### config.mk
export PLATFORM = sky130hd
export DESIGN_NAME = qdrc_arb
export DESIGN_NICKNAME = d
export VERILOG_FILES = /design/src/rtl/qdrc_arb.sv
export SDC_FILE = /design/constraint.sdc
export NUM_CORES = 1
export LEC_CHECK = 0
export CAP_MARGIN = 15
export CELL_PAD_IN_SITES_DETAIL_PLACEMENT = 2
export CELL_PAD_IN_SITES_GLOBAL_PLACEMENT = 2
export CORE_MARGIN = 2
export CORE_UTILIZATION = 20
export CTS_CLUSTER_DIAMETER = 80
export DETAILED_ROUTE_END_ITERATION = 8
export PLACE_DENSITY = 0.83
export SETUP_SLACK_MARGIN = 0.05
export SYNTH_ARGS = -nofsm -noshare
export SYNTH_HDL_FRONTEND = slang
export SYNTH_SLANG_ARGS = --single-unit
### constraint.sdc
create_clock -name clk -period 7.66 [get_ports clk]
set_input_delay 1.532 -clock clk [delete_from_list [all_inputs] [get_ports clk]]
set_output_delay 1.532 -clock clk [all_outputs]
set_load 0.01 [all_outputs]
### src/rtl/qdrc_arb.sv
// Two-requester QDR II command scheduler: independent round-robin write and read slots,
// plus a tag FIFO that steers returned read data back to the requester that issued the read.
module qdrc_arb #(
  parameter int DATA_WIDTH = 36,
  parameter int BW_WIDTH   = 4,
  parameter int ADDR_WIDTH = 21,
  parameter int TAG_DEPTH  = 16
) (
  input  logic                    clk,
  input  logic                    reset,
  input  logic                    phy_rdy,

  input  logic                    a_req,
  input  logic                    a_we,
  input  logic [ADDR_WIDTH-1:0]   a_addr,
  input  logic [2*DATA_WIDTH-1:0] a_data,
  input  logic [2*BW_WIDTH-1:0]   a_ben,
  output logic                    a_ack,
  output logic                    a_rd_dvld,
  output logic [2*DATA_WIDTH-1:0] a_rd_data,

  input  logic                    b_req,
  input  logic                    b_we,
  input  logic [ADDR_WIDTH-1:0]   b_addr,
  input  logic [2*DATA_WIDTH-1:0] b_data,
  input  logic [2*BW_WIDTH-1:0]   b_ben,
  output logic                    b_ack,
  output logic                    b_rd_dvld,
  output logic [2*DATA_WIDTH-1:0] b_rd_data,

  output logic                    qdr_wr_strb,
  output logic [ADDR_WIDTH-1:0]   qdr_wr_addr,
  output logic [2*DATA_WIDTH-1:0] qdr_wr_data,
  output logic [2*BW_WIDTH-1:0]   qdr_wr_ben,
  output logic                    qdr_rd_strb,
  output logic [ADDR_WIDTH-1:0]   qdr_rd_addr,
  input  logic                    qdr_rd_dvld,
  input  logic [2*DATA_WIDTH-1:0] qdr_rd_data,
  output logic                    rd_err
);

  localparam int PTR_W = $clog2(TAG_DEPTH);
  localparam int CNT_W = PTR_W + 1;

  // Round-robin pointers: 0 designates A, 1 designates B.
  logic                 wr_ptr;
  logic                 rd_ptr;

  logic [TAG_DEPTH-1:0] tag_mem;
  logic [PTR_W-1:0]     tag_wr_idx;
  logic [PTR_W-1:0]     tag_rd_idx;
  logic [CNT_W-1:0]     tag_cnt;

  logic a_wc, b_wc, a_rc, b_rc;
  logic rd_room;
  logic wr_gnt, wr_sel_b;
  logic rd_gnt, rd_sel_b;
  logic tag_push, tag_pop, tag_head;

  // Read eligibility uses the registered count, so a same-cycle pop cannot reopen a full FIFO.
  always_comb begin
    rd_room  = (tag_cnt < CNT_W'(TAG_DEPTH));

    a_wc     = phy_rdy & a_req & a_we;
    b_wc     = phy_rdy & b_req & b_we;
    a_rc     = phy_rdy & rd_room & a_req & ~a_we;
    b_rc     = phy_rdy & rd_room & b_req & ~b_we;

    wr_gnt   = a_wc | b_wc;
    wr_sel_b = b_wc & (~a_wc | wr_ptr);
    rd_gnt   = a_rc | b_rc;
    rd_sel_b = b_rc & (~a_rc | rd_ptr);

    a_ack    = (wr_gnt & ~wr_sel_b) | (rd_gnt & ~rd_sel_b);
    b_ack    = (wr_gnt &  wr_sel_b) | (rd_gnt &  rd_sel_b);

    tag_push = rd_gnt;
    tag_pop  = qdr_rd_dvld & (tag_cnt != '0);
    tag_head = tag_mem[tag_rd_idx];
  end

  always_ff @(posedge clk or posedge reset) begin
    if (reset) begin
      wr_ptr      <= 1'b0;
      qdr_wr_strb <= 1'b0;
      qdr_wr_addr <= '0;
      qdr_wr_data <= '0;
      qdr_wr_ben  <= '0;
    end else begin
      qdr_wr_strb <= wr_gnt;
      if (wr_gnt) begin
        wr_ptr      <= ~wr_sel_b;
        qdr_wr_addr <= wr_sel_b ? b_addr : a_addr;
        qdr_wr_data <= wr_sel_b ? b_data : a_data;
        qdr_wr_ben  <= wr_sel_b ? b_ben  : a_ben;
      end
    end
  end

  always_ff @(posedge clk or posedge reset) begin
    if (reset) begin
      rd_ptr      <= 1'b0;
      qdr_rd_strb <= 1'b0;
      qdr_rd_addr <= '0;
    end else begin
      qdr_rd_strb <= rd_gnt;
      if (rd_gnt) begin
        rd_ptr      <= ~rd_sel_b;
        qdr_rd_addr <= rd_sel_b ? b_addr : a_addr;
      end
    end
  end

  // Tag FIFO: one bit per outstanding read, 0 = A, 1 = B.
  always_ff @(posedge clk or posedge reset) begin
    if (reset) begin
      tag_mem    <= '0;
      tag_wr_idx <= '0;
      tag_rd_idx <= '0;
      tag_cnt    <= '0;
    end else begin
      if (tag_push) begin
        tag_mem[tag_wr_idx] <= rd_sel_b;
        tag_wr_idx          <= tag_wr_idx + 1'b1;
      end
      if (tag_pop)
        tag_rd_idx <= tag_rd_idx + 1'b1;
      case ({tag_push, tag_pop})
        2'b10:   tag_cnt <= tag_cnt + 1'b1;
        2'b01:   tag_cnt <= tag_cnt - 1'b1;
        default: tag_cnt <= tag_cnt;
      endcase
    end
  end

  // A return with nothing outstanding is flagged and otherwise swallowed.
  always_ff @(posedge clk or posedge reset) begin
    if (reset) begin
      a_rd_dvld <= 1'b0;
      b_rd_dvld <= 1'b0;
      a_rd_data <= '0;
      b_rd_data <= '0;
      rd_err    <= 1'b0;
    end else begin
      a_rd_dvld <= tag_pop & ~tag_head;
      b_rd_dvld <= tag_pop &  tag_head;
      if (qdr_rd_dvld) begin
        a_rd_data <= qdr_rd_data;
        b_rd_data <= qdr_rd_data;
      end
      if (qdr_rd_dvld && (tag_cnt == '0))
        rd_err <= 1'b1;
    end
  end

endmodule

Yosys cells after proc, flatten, opt, wreduce, memory -nomap -nowiden. Index checks and enable logic that the tools add are counted.

Flip-flop bits (word level): 230. Input port bits: 282. Output and inout bits: 273. Logic and storage cells: 72.

$add $sub $neg: 4. Magnitude comparators: 4. Equality and inequality tests: 2. Mux-type cells: 10. Bitwise gates (word level): 31. Reductions and logical operators: 5.

Operator list (number): $mux W72 (1); $mux W21 (2); $and A1 B1 Y1 (18); $bwmux W16 (1); $lt A4 B5 Y1 const B (2); $pmux W5 S2 (1); $add A4 B1 Y4 const B (2); $mux W8 (1); $not A1 Y1 (7); $or A1 B1 Y1 (6); $add A5 B1 Y5 const B (1); $logic_not A5 Y1 (1); $lt A5 B5 Y1 const B (1); $reduce_bool A5 Y1 (1); $sub A5 B1 Y5 const B (1); $bmux W1 S4 (1); $demux W1 S4 (1); $ge A4 B1 Y1 const B (1); $eq A2 B1 Y1 const B (1); $eq A2 B2 Y1 const B (1); $logic_and A1 B1 Y1 (2); $mux W1 (2); $reduce_bool A2 Y1 (1).

Logic depth before layout (Yosys ltp).
Word-level depth: 10. Depth in mapped cells: 12. Depth with buffers taken out: 11.

Worst setup path before layout. OpenSTA, ideal clock, no wires.

Kind: input to output. From: input port b_we. To: output port a_ack. Arrival time: 2.541 ns. Data required time: 6.128 ns. Slack: 3.587 ns. Cell stages on the path: 6. Buffers on the path: 3. Cells stage by stage: nand3_1 and2_1 buf_2 buf_2 clkbuf_1 o22ai_1.

Word-level cells in the longest chain between the ends: 6. Elaborated cells on any way between the ends: 12. Classes of those cells: bitwise (12).

RTL lines: start, declared (RTL line 23) `input logic b_we,`; $not A1 Y1 (RTL line 67) `b_rc = phy_rdy & rd_room & b_req & ~b_we;`; $and A1 B1 Y1 (RTL line 67); $and A1 B1 Y1 (RTL line 72) `rd_sel_b = b_rc & (~a_rc | rd_ptr);`; $not A1 Y1 (RTL line 74) `a_ack = (wr_gnt & ~wr_sel_b) | (rd_gnt & ~rd_sel_b);`; $and A1 B1 Y1 (RTL line 74); $or A1 B1 Y1 * (RTL line 74); end, declared (RTL line 18) `output logic a_ack,`.

Every way passes the cells marked *; elsewhere a longest branch is shown, timed or not.

Final worst setup path.
From: input port phy_rdy. To: output port b_ack.

Word-level cells in the longest chain between the ends: 8. Elaborated cells on any way between the ends: 20. Classes of those cells: bitwise (20).

RTL lines: start, declared (RTL line 11) `input logic phy_rdy,`; $and A1 B1 Y1 (RTL line 66, 67); $and A1 B1 Y1 (2 in a row) (RTL line 66) `a_rc = phy_rdy & rd_room & a_req & ~a_we;`; $not A1 Y1 (RTL line 72); $or A1 B1 Y1 (RTL line 72); $and A1 B1 Y1 (RTL line 72); $and A1 B1 Y1 (RTL line 75) `b_ack = (wr_gnt & wr_sel_b) | (rd_gnt & rd_sel_b);`; $or A1 B1 Y1 * (RTL line 75); end, declared (RTL line 27) `output logic b_ack,`.

Marks and branches as above.

==> run metrics <==
final count of pins violating max slew=0; Most Frequent Cell on Critical Path=sky130_fd_sc_hd__clkdlybuf4s50_1; number of warnings reported in the yosys synthesis log=0; gpl congestion=approximately 0.81; CTS tree=built; Die Y=229.2 um; die extent in x=229.2 um; hold-fix buffers at CTS=0; count of antenna-violating nets left after detailed routing=0; IO Port Bufs=554; starting utilization of the core area=0.2025; library cell occupying the most area in the post-synthesis netlist=sky130_fd_sc_hd__dfrtp_1; sum of overflow across all layers after global routing=0; terminating pin of the worst hold path=rd_err; layout cells sized above 1=0.1049; data required time of the worst path=between 6000 and 7000 ps; Via Count=9,051; top cells by area, synth=sky130_fd_sc_hd__dfrtp_1 (57%), sky130_fd_sc_hd__mux2_2 (9.9%), sky130_fd_sc_hd__nand2_1 (9.4%); category of the critical setup timing path=in -> out; combinational fraction of design power=0.309; worst reg2reg endpoint=tag_cnt[4]; wire length per cell after detailed routing=approximately 20 um; Power Internal=just over 3000 uW; Post-Synthesis Cells=919; Synthesized Nets=roughly 1,200; setup repair after global routing missed its margin=no; utilization after layout=0.3345; post-cts gate resize count=0; Setup Buffers After CTS=0; Cell Chain, Critical Path=clkdlybuf4s50_1, nor2b_1, o311a_1, or2_2, clkdlybuf4s50_1; Top FF cell, synth=sky130_fd_sc_hd__dfrtp_1; max-slew headroom at the worst pin=0.3110; mean post-synth cell area=11.03 um2; register-to-register path setup slack=4990 ps; switching share of total power=0.3076; gr usage total=0.1560; endpoints failing setup=0; sequential element share of the synthesized area=0.5677; maximum count of clock buffers along a single path=3; slew at the pin closest to its max-slew limit=1032 ps; arrival time reported for the critical path endpoint=3790 ps; post-route minimum period=5323 ps; sort of element at the start of the critical path=input port; largest vdd supply drop=0.1676 mV; path type of the worst min-delay path=reg -> reg; RR Startpoint=tag_cnt[2]; setup skew after layout=15.37 ps; endpoint kind of the worst setup timing path=output port; via count of the first global-routing pass=roughly 10,000; proportion of netlist area held by the largest area contributor=0.5677; DRC violations left=0; count of TritonRoute iterations in the first routing pass=4; FILL cells=5,441; global-route wire length before repair=64,110 um; Post-layout nets=approximately 1,700; depth of the worst hold-timing path=1; total routed wirelength=41,670 um; Total Power=4384 uW; htree depth=1; total negative setup slack=0 ps; Placeable Area=50,070 um2; Distinct cells, synth=40; Slowest Stage Delay on Critical Path=about 630 ps; layout overhead on the synthesized area=65.21%; IO Count=555; clock root buffer master=sky130_fd_sc_hd__clkbuf_16; cell area power density=about 260 nW/um2; sequential standard cell area=5756 um2; Total Die Area=52,510 um2; tightest hold margin=a little under 500 ps; pin count of the biggest net entering global routing=108; routed vias/inst=4.360; final hold violation count=0; status=finished, final reports clean; Max-Cap Viols=0; total placed cells including tap cells=just over 2,000; clock buffer count from CTS=30; initial antenna violation count=5; clock slew at the register clock pins of the worst setup and hold paths=50 ps; sinks on the clock net=230; Hold Path Origin=rd_err; power share of the sequential group=0.384; async set or reset register ratio after synthesis=1.000; Yosys reg bits=230; standard-cell rows=82; number of enable flip-flop cells after synthesis=0; clock network fraction of design power=0.307; detailed-placement wirelength estimate=about 31,000 um; source-to-sink clock delay at the later pin of the worst-skew pair=580 ps; number of design-rule violations left by the first detailed-router iteration=between 200 and 300; Post-Syn Area=a little over 10,000 um2; final cycle utilization of the critical path=0.6950; maximum operating frequency=0.1879 GHz; footprint of the multi-input gates=around 3600 um2; leakage component of the power=about 0.0070 uW; net switching power=1349 uW; slowest cell on the critical path=sky130_fd_sc_hd__o311a_1; worst r2r path cells=11; Max Fanout on Critical Path=14; count of non-filler cells in the finished layout=2,076
==> power groups by stage <==
stage               clock [uW]  sequential (uW)  combinational, uW
floorplan                    0             1720                533
global placement             0             1690               1320
detailed placement           0             1710               1370
CTS                       1400             1690               1380
global route              1450             1720               1470
finish                    1340             1680               1360
==> critical path: cells and delay by family <==
family,cells,cell delay (ps)
simple gates,2,520
buf+inv,2,1100
compound gates,1,630
==> sequential cells by signal (all words and copies together) (netlist names), 4 cells and up <==
register     cells
b_rd_data       72
qdr_rd_addr     21
qdr_wr_addr     21
qdr_wr_ben       8
qdr_wr_data     72
tag_cnt          5
tag_mem         16
tag_rd_idx       4
tag_wr_idx       4
==> layout by cell type, fill, tap and decap left out, types with 2 or more instances in the layout <==
master                            netlist  layout
sky130_fd_sc_hd__nor2_1                 7       6
sky130_fd_sc_hd__bufinv_16              0       2
sky130_fd_sc_hd__ha_1                   7       7
sky130_fd_sc_hd__xnor2_1                8       8
sky130_fd_sc_hd__nand4_1                6       6
sky130_fd_sc_hd__nor3_1                 2       2
sky130_fd_sc_hd__mux2_2                89      89
sky130_fd_sc_hd__mux2i_1                3       3
sky130_fd_sc_hd__xor2_1                 3       3
sky130_fd_sc_hd__a22oi_1              120     120
sky130_fd_sc_hd__a31oi_1                2       2
sky130_fd_sc_hd__inv_1                 10       9
sky130_fd_sc_hd__diode_2                0       3
sky130_fd_sc_hd__and2_1                 3       2
sky130_fd_sc_hd__o21ai_0                4       4
sky130_fd_sc_hd__a21oi_1                2       2
sky130_fd_sc_hd__clkdlybuf4s50_1        0     553
sky130_fd_sc_hd__nor2b_1                6       6
sky130_fd_sc_hd__buf_4                 72      10
sky130_fd_sc_hd__mux4_1                 3       3
sky130_fd_sc_hd__clkbuf_8               0       3
sky130_fd_sc_hd__clkbuf_16              0      30
sky130_fd_sc_hd__nand3_1               15      15
sky130_fd_sc_hd__clkinv_2               0       2
sky130_fd_sc_hd__dfrtp_1              230     230
sky130_fd_sc_hd__nand2_1              255     255
sky130_fd_sc_hd__clkbuf_1              20       8
==> metrics by stage <==
step	setup slack (ps)	area [um2]
3_5_place_dp	2331	15830
3_3_place_gp	2381	15830
6_report	2337	16750
5_1_grt	2226	16750
4_1_cts	2331	16740
2_1_floorplan	3120	10140
==> cell usage after synthesis (2+ instances only) <==
cell type / count
sky130_fd_sc_hd__nand3_1: 15
sky130_fd_sc_hd__mux2i_1: 3
sky130_fd_sc_hd__mux4_1: 3
sky130_fd_sc_hd__xnor2_1: 8
sky130_fd_sc_hd__mux2_2: 89
sky130_fd_sc_hd__nand4_1: 6
sky130_fd_sc_hd__buf_1: 7
sky130_fd_sc_hd__xor2_1: 3
sky130_fd_sc_hd__buf_2: 28
sky130_fd_sc_hd__ha_1: 7
sky130_fd_sc_hd__and2_1: 3
sky130_fd_sc_hd__dfrtp_1: 230
sky130_fd_sc_hd__buf_4: 72
sky130_fd_sc_hd__a22oi_1: 120
sky130_fd_sc_hd__a21oi_1: 2
sky130_fd_sc_hd__nor2b_1: 6
sky130_fd_sc_hd__a31oi_1: 2
sky130_fd_sc_hd__clkbuf_1: 20
sky130_fd_sc_hd__nor2_1: 7
sky130_fd_sc_hd__nor3_1: 2
sky130_fd_sc_hd__inv_1: 10
sky130_fd_sc_hd__o21ai_0: 4
sky130_fd_sc_hd__nand2_1: 255
==> area by class of cell <==
class / instances / share of cell area
tap: 672 / 0.05020
antenna: 3 / 0.0004482
clock inverter: 5 / 0.005154
inverter: 10 / 0.002465
timing repair buffer: 564 / 0.3361
sequential: 230 / 0.3436
clock buffer: 41 / 0.04908
multi-input combinational: 551 / 0.2129
==> how the worst max path moves through the flow <==
stage | startpoint | to | slack [ps]
6_report | phy_rdy | b_ack | 2340
5_1_grt | phy_rdy | b_ack | 2230
4_1_cts | phy_rdy | b_ack | 2330
3_5_place_dp | phy_rdy | b_ack | 2330
3_3_place_gp | phy_rdy | b_ack | 2380
2_1_floorplan | reset | a_rd_dvld | 3120
==> per-layer routing <==
metal | vias to the layer above | global-route usage | routed length, um
met2 | 382 | 0.2852 | 21590
li1 | 4020 | - | -
met4 | 4 | 0.07062 | 1991
met3 | 88 | 0.04744 | 3029
met1 | 4557 | 0.1635 | 15040
met5 | - | 0 | 22
==> logic make-up (layout without fill, tap and decap cells) <==
group / after synthesis / after routing / share of synthesized area
xor+xnor: 11 / 11 / 0.009503
other cells: 0 / 3 / 0
buf+inv: 138 / 620 / 0.08195
compound gates: 138 / 138 / 0.1022
mux: 96 / 96 / 0.1118
simple gates: 299 / 299 / 0.1182
fa+ha+maj: 7 / 7 / 0.008638
flops: 230 / 230 / 0.5677
(Power assumes the default switching activity.)
